**config.mk**
```make
export PLATFORM = sky130hd
export DESIGN_NAME = regfile_writeback
export DESIGN_NICKNAME = d
export VERILOG_FILES = /design/src/rtl/regfile_pkg.sv /design/src/rtl/wb_fifo.sv /design/src/rtl/regfile_writeback.sv
export SDC_FILE = /design/constraint.sdc
export NUM_CORES = 1
export LEC_CHECK = 0
export CAP_MARGIN = 10
export CORE_MARGIN = 5
export CORE_UTILIZATION = 29
export CTS_BUF_LIST = sky130_fd_sc_hd__clkbuf_2 sky130_fd_sc_hd__clkbuf_4 sky130_fd_sc_hd__clkbuf_8
export DETAILED_ROUTE_END_ITERATION = 8
export SYNTH_ARGS = -nofsm -noshare
export SYNTH_HDL_FRONTEND = slang
export SYNTH_SLANG_ARGS = --single-unit
```
**constraint.sdc**
```tcl
create_clock -name clock -period 2.65 [get_ports clock]
set_input_delay 0.53 -clock clock [delete_from_list [all_inputs] [get_ports clock]]
set_output_delay 0.53 -clock clock [all_outputs]
set_load 0.005 [all_outputs]
```
**src/rtl/regfile_pkg.sv**
```systemverilog
// Shared types for the register-file write-back path.
// Entry layout and the per-register one-hot mask helper.
package regfile_pkg;

   localparam int ADDR_W   = 5;
   localparam int DATA_W   = 32;
   localparam int NUM_REGS = 32;

   typedef struct packed {
      logic [ADDR_W-1:0] addr;
      logic [DATA_W-1:0] data;
   } wb_entry_t;

   // x0 is hardwired, so it never shows up in a hazard mask.
   function automatic logic [NUM_REGS-1:0] onehot_reg(
      input logic [ADDR_W-1:0] addr
   );
      logic [NUM_REGS-1:0] m;
      m = '0;
      if (addr != '0) m[addr] = 1'b1;
      return m;
   endfunction

endpackage

```
**src/rtl/wb_fifo.sv**
```systemverilog
// Circular buffer of write-back entries: two pushes, one pop per cycle.
// Entries are exposed oldest-first for hazard and forwarding lookups.
module wb_fifo
   import regfile_pkg::*;
#(
   parameter int DEPTH = 4,
   localparam int PTR_W = $clog2(DEPTH),
   localparam int CNT_W = $clog2(DEPTH + 1)
) (
   input  logic             clock,
   input  logic             reset,
   input  logic             push_a,
   input  wb_entry_t        entry_a,
   input  logic             push_b,
   input  wb_entry_t        entry_b,
   input  logic             pop,
   output logic [CNT_W-1:0] count,
   output wb_entry_t        ordered [DEPTH]
);

   wb_entry_t        mem [DEPTH];
   logic [PTR_W-1:0] wr_ptr;
   logic [PTR_W-1:0] rd_ptr;
   logic [CNT_W-1:0] n_push;

   assign n_push = CNT_W'(push_a) + CNT_W'(push_b);

   // Pointer and occupancy bookkeeping; entry a lands before entry b.
   always_ff @(posedge clock or negedge reset) begin
      if (!reset) begin
         wr_ptr <= '0;
         rd_ptr <= '0;
         count  <= '0;
      end else begin
         wr_ptr <= wr_ptr + PTR_W'(n_push);
         rd_ptr <= rd_ptr + PTR_W'(pop);
         count  <= count + n_push - CNT_W'(pop);
      end
   end

   // Storage writes; b goes one slot past a when both push.
   always_ff @(posedge clock or negedge reset) begin
      if (!reset) begin
         for (int i = 0; i < DEPTH; i++) mem[i] <= '0;
      end else begin
         if (push_a) mem[wr_ptr] <= entry_a;
         if (push_b) mem[wr_ptr + PTR_W'(push_a)] <= entry_b;
      end
   end

   for (genvar k = 0; k < DEPTH; k++) begin : g_ord
      assign ordered[k] = mem[rd_ptr + PTR_W'(k)];
   end

endmodule

```
**src/rtl/regfile_writeback.sv**
```systemverilog
// Register-file write front end: ALU/load arbitration, in-order drain.
// Optional forwarding search enabled by REGFILE_WB_FWD_EN.
module regfile_writeback #(
   parameter int DEPTH  = 4,
   parameter int ADDR_W = regfile_pkg::ADDR_W,
   parameter int DATA_W = regfile_pkg::DATA_W
) (
   input  logic              clock,
   input  logic              reset,
   input  logic              alu_valid,
   output logic              alu_ready,
   input  logic [ADDR_W-1:0] alu_addr,
   input  logic [DATA_W-1:0] alu_data,
   input  logic              ld_valid,
   output logic              ld_ready,
   input  logic [ADDR_W-1:0] ld_addr,
   input  logic [DATA_W-1:0] ld_data,
   output logic              RegWrite,
   output logic [ADDR_W-1:0] WriteAddr,
   output logic [DATA_W-1:0] WriteData,
   output logic [31:0]       pending,
   output logic              empty
`ifdef REGFILE_WB_FWD_EN
   ,
   input  logic [ADDR_W-1:0] fwd_addr,
   output logic              fwd_hit,
   output logic [DATA_W-1:0] fwd_data
`endif
);

   import regfile_pkg::*;

   localparam int CNT_W = $clog2(DEPTH + 1);
   localparam logic [CNT_W-1:0] FULL = CNT_W'(DEPTH);
   localparam logic [CNT_W-1:0] LAST = CNT_W'(DEPTH - 1);

   logic [CNT_W-1:0] count;
   wb_entry_t        ordered [DEPTH];
   wb_entry_t        ld_entry;
   wb_entry_t        alu_entry;
   logic             ld_push;
   logic             alu_push;
   logic             pop;

   assign ld_ready  = (count != FULL);
   assign alu_ready = (count < LAST) || ((count == LAST) && !ld_valid);

   assign ld_push   = ld_valid && ld_ready && (ld_addr != '0);
   assign alu_push  = alu_valid && alu_ready && (alu_addr != '0);
   assign ld_entry  = '{addr: ld_addr, data: ld_data};
   assign alu_entry = '{addr: alu_addr, data: alu_data};
   assign pop       = (count != '0);

   wb_fifo #(
      .DEPTH(DEPTH)
   ) u_fifo (
      .clock  (clock),
      .reset  (reset),
      .push_a (ld_push),
      .entry_a(ld_entry),
      .push_b (alu_push),
      .entry_b(alu_entry),
      .pop    (pop),
      .count  (count),
      .ordered(ordered)
   );

   // Drain the head into the register-file port every cycle.
   always_ff @(posedge clock or negedge reset) begin
      if (!reset) begin
         RegWrite  <= 1'b0;
         WriteAddr <= '0;
         WriteData <= '0;
      end else if (pop) begin
         RegWrite  <= 1'b1;
         WriteAddr <= ordered[0].addr;
         WriteData <= ordered[0].data;
      end else begin
         RegWrite  <= 1'b0;
      end
   end

   // Hazard mask over queued entries plus the write in flight.
   always_comb begin
      pending = '0;
      for (int k = 0; k < DEPTH; k++) begin
         if (CNT_W'(k) < count)
            pending = pending | onehot_reg(ordered[k].addr);
      end
      if (RegWrite) pending = pending | onehot_reg(WriteAddr);
   end

   assign empty = (count == '0) && !RegWrite;

`ifdef REGFILE_WB_FWD_EN
   // Newest match wins: output register, then FIFO oldest to newest.
   always_comb begin
      fwd_hit  = 1'b0;
      fwd_data = '0;
      if (RegWrite && (WriteAddr == fwd_addr)) begin
         fwd_hit  = 1'b1;
         fwd_data = WriteData;
      end
      for (int k = 0; k < DEPTH; k++) begin
         if ((CNT_W'(k) < count) && (ordered[k].addr == fwd_addr)) begin
            fwd_hit  = 1'b1;
            fwd_data = ordered[k].data;
         end
      end
      if (fwd_addr == '0) begin
         fwd_hit  = 1'b0;
         fwd_data = '0;
      end
   end
`endif

endmodule

```
==> impl_metrics.env, run 1 <==
export IMPL_yosysWarnings=0
export IMPL_grt_pass1_vias=12400
export IMPL_rows=74
export IMPL_violations="negative setup slack"
export IMPL_clock_sinks=193
export IMPL_avgSynthCellArea_um2=8.97
export IMPL_via_per_inst=6.06
export IMPL_fin_nets=1634
export IMPL_fmax_mhz=316
export IMPL_drt_pass1_iterations=5
export IMPL_finalHoldViolCount=0
export IMPL_status="finished with violations"
export IMPL_rsz0062_at_grt="yes"
export IMPL_die_area_um2=45700
export IMPL_worstMarginPinSlew_ps=771
export IMPL_pwr_share_clk_pct=8.1
export IMPL_hold_class="input pin to asynchronous set/reset pin"
export IMPL_antenna_left=0
export IMPL_grt_overflow=0
export IMPL_synth_cells=1343
export IMPL_comb_power_share_pct=69.4
export IMPL_regArea_um2=4840
export IMPL_relSlewSlack_pct=48.6
export IMPL_cts_tree="done"
export IMPL_place_congestion=0.946
export IMPL_drv_cap=0
export IMPL_die_x_um=214
export IMPL_worst_endpoint_required_ps=2120
export IMPL_syn_nets=1429
export IMPL_async_flop_share_pct=100
export IMPL_cp_end_kind="output port"
export IMPL_crit_fanout=8
export IMPL_cts_hold_buffers_added=0
export IMPL_startpoint_type="flop"
export IMPL_fin_cells=2093
export IMPL_p_leak_uw=0.00635
export IMPL_synth_area_um2=12100
export IMPL_synthToLayoutAreaGrowth_pct=34.9
export IMPL_ys_flop_type="dfrtp_1"
export IMPL_worstPathCellList="buf_12 > buf_8 > mux4_2 > and4bb_2 > buf_6 > a32oi_1 > nand3_1 > buf_2"
export IMPL_htreeDepth=4
export IMPL_setup_viol=31
export IMPL_r2r_cells=10
export IMPL_hpwl_um=30000
export IMPL_cp_top_family="buffers and inverters"
export IMPL_p_seq_share_pct=22.5
export IMPL_ys_ff_latch=193
export IMPL_dp_cells=2013
export IMPL_finalCritPeriodShare_pct=120
export IMPL_clk_pin_slew_ps=110
export IMPL_synth_cell_types=51
export IMPL_slowest_stage="mux4_2"
export IMPL_synth_enable_flop_cells=0
export IMPL_netSwitchingFraction_pct=46.4
export IMPL_grt_pass1_wl_um=73500
export IMPL_gr_usage_all_layers_pct=20.2
export IMPL_power_density_nw_per_um2=1530
export IMPL_final_cell_mix="188 x dfrtp_1, 183 x nand3_1, 149 x a31oi_1, 149 x nor3_1, 147 x o21ai_0"
export IMPL_final_common_cell="dfrtp_1"
export IMPL_clk_latency_ps=480
export IMPL_die_h_um=214
export IMPL_ios=151
export IMPL_start_util_pct=29.4
export IMPL_critPathMaxStageDelay_ps=520
export IMPL_vias=12700
export IMPL_diodes=0
export IMPL_drc=0
export IMPL_antenna_found_initial=0
export IMPL_cp_arrival_ps=2640
export IMPL_power_total_uw=24900
export IMPL_grt_max_degree=149
export IMPL_ir_drop_uv=670
export IMPL_fin_ws_ps=-518
export IMPL_finalClockSkew_ps=19.2
export IMPL_cp_num_cells=8
export IMPL_fillers=4061
export IMPL_cts_root_buf="clkbuf_8"
export IMPL_fin_crit_ps=3170
export IMPL_synth_seq_area_share_pct=40.1
export IMPL_port_buffers=149
export IMPL_wl_per_cell_um=22.8
export IMPL_multi_input_area_um2=6940
export IMPL_core_area_um2=41000
export IMPL_drive_gt1_share_pct=26.8
export IMPL_power_switching_uw=11600
export IMPL_first_iter_violations=1410
export IMPL_p_int_uw=13400
export IMPL_maxSlewViolCount=0
export IMPL_critPathKind="flop to output port"
export IMPL_cts_buffer_depth=2
export IMPL_drt_total_wl_um=47700
export IMPL_cts_buffers=17
export IMPL_path_buf_inv=4
timing repair:
action | CTS | global route
pin swaps | 61 | 48
gates resized for setup | 202 | 55
gates cloned | 0 | 0
setup buffers | 34 | 15
setup endpoints to repair | 33 | 33
worst paths after layout:
path	start	end	slack, ps
max reg2reg	u_fifo.count[1]$_DFF_PN0_	u_fifo.mem[123]$_DFF_PN0_	240
min	reset	WriteData[24]$_DFFE_PN0N_	40
min in group clock	WriteData[19]$_DFFE_PN0N_	WriteData[19]$_DFFE_PN0N_	480
min reg2reg	WriteData[19]$_DFFE_PN0N_	WriteData[19]$_DFFE_PN0N_	480
max in group asynchronous	reset	WriteData[14]$_DFFE_PN0N_	1850
max	u_fifo.rd_ptr[0]$_DFF_PN0_	pending[9]	-520
layer usage:
| metal | GRT usage (%) | part of all wire, % | vias up |
|---|---|---|---|
| met2 | 32.3 | 47 | 790 |
| met4 | 6.78 | 2.8 | 0 |
| li1 | - | - | 5502 |
| met3 | 3.20 | 8.2 | 110 |
| met1 | 28.1 | 42 | 6289 |
| met5 | 0 | 0 | - |
Yosys cell counts, types with 6 or more instances:
cell type  instances  area [µm²]
nand3_1          194         971
dfrtp_1          193        4830
a31oi_1          149         932
nor3_1           149         746
o21ai_0          147         736
nand2_1          132         495
clkbuf_1          84         315
mux4_2            48        1080
a22oi_1           44         330
buf_2             36         180
buf_4             21         158
nor2_1            15        56.3
a32oi_1           14         123
inv_1             13        48.8
nor2b_1           12        75.1
and4bb_2           9         113
buf_1              7        26.3
ha_1               7        87.6
and2_1             6        37.5
registers in the layout (all words and copies together) (netlist names):
name and cells:
RegWrite 1, WriteAddr 5, WriteData 32, u_fifo.wr_ptr 2
u_fifo.rd_ptr 2, u_fifo.mem 148, u_fifo.count 3
per-stage QoR:
step                      area, µm²  worst slack (ps)  TNS (ps)  utilization [%]  hold slack (ps)
final                         16300              -518    -13930             39.6             40.1
after global routing          16300              -630    -17420             39.6             41.4
after CTS                     15900              -555    -14700             38.8             26.9
after detailed placement      15100              -524    -55200             36.8              455
after global placement        15100              -536    -51230             36.8              451
after floorplan               12100              1.70         0                -              234
cell type report:
type	count	area share, %
Sequential cell	193	29.8
Clock inverter	12	0.739
Multi-Input combinational cell	986	42.7
Timing Repair Buffer	337	20.7
Tap cell	532	4.09
Inverter	13	0.316
Clock buffer	20	1.69
cells by family after synthesis:
group | count (synthesis) | share of synthesized area (%)
DFF | 193 | 40.1
muxes | 52 | 9.84
buffers and inverters | 164 | 6.39
other | 1 | 0.0311
and+or+nand+nor | 553 | 23.8
xor gates and xnor gates | 7 | 0.509
adders and majority gates | 8 | 0.893
AOI/OAI and AO/OA | 365 | 18.5
power groups by stage:
stage / registers [µW] / clock network (µW) / logic [µW]
after floorplan: 5200 / 0 / 8760
after global placement: 5580 / 0 / 15300
after detailed placement: 5640 / 0 / 15400
after CTS: 5550 / 2060 / 16200
after global routing: 5760 / 2170 / 18400
final: 5600 / 2020 / 17300
Note: power is estimated with default switching activity, not from simulation.
==> inputs of run 2 (changes only) <==
--- a/config.mk
+++ b/config.mk
@@ -9,7 +9,9 @@
 export CORE_MARGIN = 5
 export CORE_UTILIZATION = 29
 export CTS_BUF_LIST = sky130_fd_sc_hd__clkbuf_2 sky130_fd_sc_hd__clkbuf_4 sky130_fd_sc_hd__clkbuf_8
+export CTS_CLUSTER_DIAMETER = 120
 export DETAILED_ROUTE_END_ITERATION = 8
 export SYNTH_ARGS = -nofsm -noshare
 export SYNTH_HDL_FRONTEND = slang
 export SYNTH_SLANG_ARGS = --single-unit
+export TNS_END_PERCENT = 30
==> constraint.sdc (replaced) <==
create_clock -name clock -period 3.9 [get_ports clock]
set_input_delay 0.78 -clock clock [delete_from_list [all_inputs] [get_ports clock]]
set_output_delay 0.78 -clock clock [all_outputs]
set_load 0.005 [all_outputs]
==> impl_metrics.env, run 2 (synthesized netlist as in run 1, its figures left out) <==
export IMPL_hpwl_um=28500
export IMPL_port_buffers=149
export IMPL_wl_per_cell_um=23.3
export IMPL_drt_pass1_iterations=8
export IMPL_core_area_um2=41000
export IMPL_fin_crit_ps=3820
export IMPL_start_util_pct=29.4
export IMPL_first_iter_violations=1789
export IMPL_drt_total_wl_um=46000
export IMPL_maxSlewViolCount=0
export IMPL_grt_pass1_vias=11800
export IMPL_utilization_pct=35.8
export IMPL_grt_overflow=0
export IMPL_clock_sinks=193
export IMPL_fmax_mhz=262
export IMPL_antenna_found_initial=1
export IMPL_cts_tree="done"
export IMPL_grt_max_degree=93
export IMPL_biggestRegsByFlops="u_fifo.mem: 148 flops, WriteData: 32 flops, WriteAddr: 5 flops"
export IMPL_drive_gt1_share_pct=13.3
export IMPL_relSlewSlack_pct=33.7
export IMPL_rsz0062_at_grt="yes"
export IMPL_crit_fanout=7
export IMPL_path_buf_inv=3
export IMPL_cp_end_kind="output port"
export IMPL_startpoint_type="flop"
export IMPL_die_area_um2=45700
export IMPL_fin_nets=1515
export IMPL_rows=74
export IMPL_grt_pass1_wl_um=71000
export IMPL_setup_viol=0
export IMPL_finalCritPeriodShare_pct=98.0
export IMPL_critPathMaxStageDelay_ps=600
export IMPL_clk_pin_slew_ps=120
export IMPL_finalClockSkew_ps=19.6
export IMPL_cp_top_family="buffers and inverters"
export IMPL_power_density_nw_per_um2=1020
export IMPL_final_common_cell="nand3_1"
export IMPL_cp_arrival_ps=3040
export IMPL_drv_cap=0
export IMPL_critPathKind="flop to output port"
export IMPL_status="finished, final reports clean"
export IMPL_ios=151
export IMPL_gr_usage_all_layers_pct=19.6
export IMPL_worstPathCellList="buf_4 > mux4_2 > buf_12 > nor4b_4 > a22oi_1 > nand3_1 > clkdlybuf4s50_1"
export IMPL_tns_ps=0
export IMPL_ir_drop_uv=487
export IMPL_slowest_stage="mux4_2"
export IMPL_die_h_um=214
export IMPL_cts_buffer_depth=2
export IMPL_multi_input_area_um2=6600
export IMPL_regMostFlops="u_fifo.mem"
export IMPL_clk_latency_ps=500
export IMPL_place_congestion=0.910
export IMPL_final_cell_mix="194 x nand3_1, 190 x dfrtp_1, 149 x a31oi_1, 149 x nor3_1, 148 x clkdlybuf4s50_1"
export IMPL_p_leak_uw=0.00539
export IMPL_hold_class="input pin to asynchronous set/reset pin"
export IMPL_synthToLayoutAreaGrowth_pct=22.0
export IMPL_cts_root_buf="clkbuf_8"
export IMPL_largest_reg_flops=148
export IMPL_worstMarginPinSlew_ps=986
export IMPL_die_x_um=214
export IMPL_antenna_left=0
export IMPL_drc=0
export IMPL_cts_hold_buffers_added=0
export IMPL_finalHoldViolCount=0
export IMPL_regArea_um2=4840
export IMPL_fillers=4157
export IMPL_htreeDepth=4
export IMPL_vias=12200
export IMPL_cts_buffers=17
export IMPL_r2r_setup_slack_ps=940
export IMPL_worst_endpoint_required_ps=3120
export IMPL_via_per_inst=6.16
## run 2: timing repair
action | 4_1_cts | 5_1_grt
resized for setup | 4 | 9
setup buffers | 1 | 10
endpoints found under the setup margin | 20 | 30
pin swaps | 0 | 3
## run 2: final timing paths
kind,to,start,cells after the start
setup / recovery,pending[17],u_fifo.rd_ptr[0]$_DFF_PN0_,7
hold / removal,WriteData[16]$_DFFE_PN0N_,reset,1
setup reg to reg,u_fifo.mem[110]$_DFF_PN0_,u_fifo.count[2]$_DFF_PN0_,8
hold reg to reg,WriteData[2]$_DFFE_PN0N_,WriteData[2]$_DFFE_PN0N_,2
max in group asynchronous,u_fifo.mem[122]$_DFF_PN0_,reset,2
min in group clock,WriteData[2]$_DFFE_PN0N_,WriteData[2]$_DFFE_PN0N_,2
## run 2: routing by layer
metal  part of all wire, %  wire, µm  track usage (%)
met5                     0         0                0
met1                    41     19000             26.8
met4                   2.7      1220             6.62
met3                   8.3      3830             3.99
met2                    48     21900             31.0
## run 2: cell type report
class                           count  share of cell area [%]
Inverter                           13                   0.349
Tap cell                          532                    4.53
Timing Repair Buffer              218                    14.3
Antenna cell                        1                  0.0170
Clock inverter                     14                    1.38
Multi-Input combinational cell    986                    44.9
Clock buffer                       17                    1.59
Sequential cell                   193                    32.9
## run 2: through the flow
step,std cells,worst slack (ps),hold slack (ps),instance area (µm²),power [µW]
2_1_floorplan,1343,896,463,12100,9480
3_3_place_gp,1931,-23.3,450,14100,13000
3_5_place_dp,1931,-93.7,455,14100,13200
4_1_cts,1963,17.5,361,14600,14800
5_1_grt,1974,-23.3,384,14700,16000
6_report,1974,78.4,342,14700,15000
## run 2: where the power goes
group	internal (µW)	leakage [µW]	total, µW	switching, µW
Clock	706	0.000217	1510	802
Sequential	3090	0.00231	3920	836
Combinational	4060	0.00286	9610	5550
Total	7850	0.00539	15000	7190
==> inputs of run 3 (changes only) <==
--- a/config.mk
+++ b/config.mk
@@ -5,9 +5,8 @@
 export SDC_FILE = /design/constraint.sdc
 export NUM_CORES = 1
 export LEC_CHECK = 0
-export CAP_MARGIN = 10
 export CORE_MARGIN = 5
-export CORE_UTILIZATION = 29
+export CORE_UTILIZATION = 40
 export CTS_BUF_LIST = sky130_fd_sc_hd__clkbuf_2 sky130_fd_sc_hd__clkbuf_4 sky130_fd_sc_hd__clkbuf_8
 export CTS_CLUSTER_DIAMETER = 120
 export DETAILED_ROUTE_END_ITERATION = 8
==> impl_metrics.env, run 3 (synthesized netlist as in run 1, its figures left out) <==
export IMPL_comb_power_share_pct=63.8
export IMPL_dp_cells=1786
export IMPL_antenna_left=0
export IMPL_slowest_stage="mux4_2"
export IMPL_top_usage_layer="met2"
export IMPL_ios=151
export IMPL_cp_end_kind="output port"
export IMPL_clk_latency_ps=490
export IMPL_antenna_found_initial=1
export IMPL_grt_pass1_wl_um=68100
export IMPL_setup_viol=0
export IMPL_fin_nets=1506
export IMPL_cts_buffers=17
export IMPL_final_common_cell="nand3_1"
export IMPL_synthToLayoutAreaGrowth_pct=19.8
export IMPL_grtUsageMet3_pct=3.60
export IMPL_use_met1_pct=35.8
export IMPL_regMostFlops="u_fifo.mem"
export IMPL_hpwl_um=25900
export IMPL_place_congestion=0.942
export IMPL_die_area_um2=33700
export IMPL_startpoint_type="flop"
export IMPL_finalCritPeriodShare_pct=99.1
export IMPL_port_buffers=149
export IMPL_clock_sinks=193
export IMPL_fillers=2845
export IMPL_vias=11900
export IMPL_finalClockSkew_ps=28.2
export IMPL_utilization_pct=48.6
export IMPL_grt_max_degree=108
export IMPL_wl_per_cell_um=23.8
export IMPL_clk_pin_slew_ps=130
export IMPL_path_buf_inv=2
export IMPL_cts_tree="done"
export IMPL_grt_overflow=0
export IMPL_fmax_mhz=259
export IMPL_p_seq_share_pct=26.8
export IMPL_gr_usage_all_layers_pct=25.0
export IMPL_status="finished, final reports clean"
export IMPL_core_area_um2=29700
export IMPL_critPathKind="flop to output port"
export IMPL_worst_endpoint_required_ps=3120
export IMPL_first_iter_violations=1317
export IMPL_cts_hold_buffers_added=0
export IMPL_die_x_um=184
export IMPL_cp_arrival_ps=3090
export IMPL_maxSlewViolCount=0
export IMPL_worstPathCellList="buf_12 > mux4_2 > nor4b_4 > a22oi_1 > nand4_1 > clkdlybuf4s50_1"
export IMPL_drt_total_wl_um=43400
export IMPL_diodes=0
export IMPL_rows=63
export IMPL_crit_fanout=8
export IMPL_fin_crit_ps=3870
export IMPL_fin_cells=1823
export IMPL_drt_pass1_iterations=5
export IMPL_place_area_um2=13900
export IMPL_p_leak_uw=0.00534
export IMPL_cts_root_buf="clkbuf_8"
export IMPL_drc=0
export IMPL_final_cell_mix="194 x nand3_1, 190 x dfrtp_1, 149 x a31oi_1, 149 x nor3_1, 148 x clkdlybuf4s50_1"
export IMPL_final_area_um2=14400
export IMPL_die_h_um=184
export IMPL_netSwitchingFraction_pct=48.2
export IMPL_start_util_pct=40.6
export IMPL_dpl_worst_slack_ps=-93.0
export IMPL_hold_class="input pin to asynchronous set/reset pin"
export IMPL_finalHoldViolCount=0
export IMPL_relSlewSlack_pct=25.1
export IMPL_met2_usage_pct=39.3
export IMPL_power_density_nw_per_um2=1020
export IMPL_power_switching_uw=7070
export IMPL_grt_pass1_vias=11700
export IMPL_fin_ws_ps=34.5
export IMPL_via_per_inst=6.55
export IMPL_htreeDepth=4
export IMPL_cts_buffer_depth=2
export IMPL_ir_drop_uv=588
export IMPL_biggestRegsByFlops="u_fifo.mem: 148 flops, WriteData: 32 flops, WriteAddr: 5 flops"
export IMPL_pwr_share_clk_pct=9.4
export IMPL_worstMarginPinSlew_ps=1120
export IMPL_critPathMaxStageDelay_ps=650
export IMPL_drv_cap=0
export IMPL_largest_reg_flops=148
export IMPL_p_int_uw=7610
export IMPL_drive_gt1_share_pct=12.8
export IMPL_cp_top_family="buffers and inverters"
run 3: cell count changes in the layout (fill, tap and decap cells not counted), sizes merged:
cell | previous run | this run
clkinvlp | 1 | 2
inv | 17 | 20
diode | 1 | 0
buf | 69 | 60
bufinv | 4 | 1
run 3: path summary, 6_finish.rpt:
check                      cells after the start                        from                   endpoint  slack [ps]
min                                            1                       reset  WriteData[19]$_DFFE_PN0N_         290
min reg2reg                                    2   WriteData[22]$_DFFE_PN0N_  WriteData[22]$_DFFE_PN0N_         480
max                                            6  u_fifo.rd_ptr[0]$_DFF_PN0_                 pending[2]          30
max in group asynchronous                      2                       reset  u_fifo.mem[124]$_DFF_PN0_        2720
max reg2reg                                   10   u_fifo.count[2]$_DFF_PN0_  u_fifo.count[2]$_DFF_PN0_         790
min in group clock                             2   WriteData[22]$_DFFE_PN0N_  WriteData[22]$_DFFE_PN0N_         480
run 3: cell type report:
class	instances	area, µm²	area share (%)
Tap cell	390	488	3.38
Timing Repair Buffer	209	2070	14.3
Inverter	13	51.3	0.355
Clock buffer	17	234	1.62
Sequential cell	193	4840	33.5
Multi-Input combinational cell	986	6590	45.6
Clock inverter	15	173	1.20
run 3: what timing repair did:
item / in CTS / in global routing
gates resized for setup: 2 / 7
endpoints found under the setup margin: 7 / 27
buffers inserted: 0 / 5
run 3: metrics by stage:
stage	setup TNS (ps)	power [µW]	hold WS (ps)
global route	-9.35	15600	338
CTS	-0.451	14400	328
floorplan	0	9480	463
finish	0	14700	293
global placement	-9.09	12900	453
detailed placement	-2600	13000	458
run 3: power groups by stage:
stage / clock, µW / combinational [µW] / sequential [µW]
2_1_floorplan: 0 / 5950 / 3530
3_3_place_gp: 0 / 9000 / 3920
3_5_place_dp: 0 / 9080 / 3960
4_1_cts: 1410 / 9110 / 3920
5_1_grt: 1490 / 10100 / 4050
6_report: 1380 / 9360 / 3930
run 3: worst reg2reg max path, delay by kind of cell (launching register included):
| kind | cells | cell delay (ps) |
|---|---|---|
| flip-flops | 1 | 610 |
| AND/OR/NAND/NOR | 1 | 520 |
| XOR/XNOR | 2 | 280 |
| adder cells (fa/ha/maj) | 3 | 850 |
| buffers and inverters | 4 | 720 |
run 3: metal layers:
| layer | part of all wire, % | up-vias |
|---|---|---|
| li1 | - | 5238 |
| met1 | 42 | 5918 |
| met2 | 48 | 701 |
| met3 | 8.3 | 84 |
| met4 | 2.4 | 2 |
| met5 | 0.030 | - |
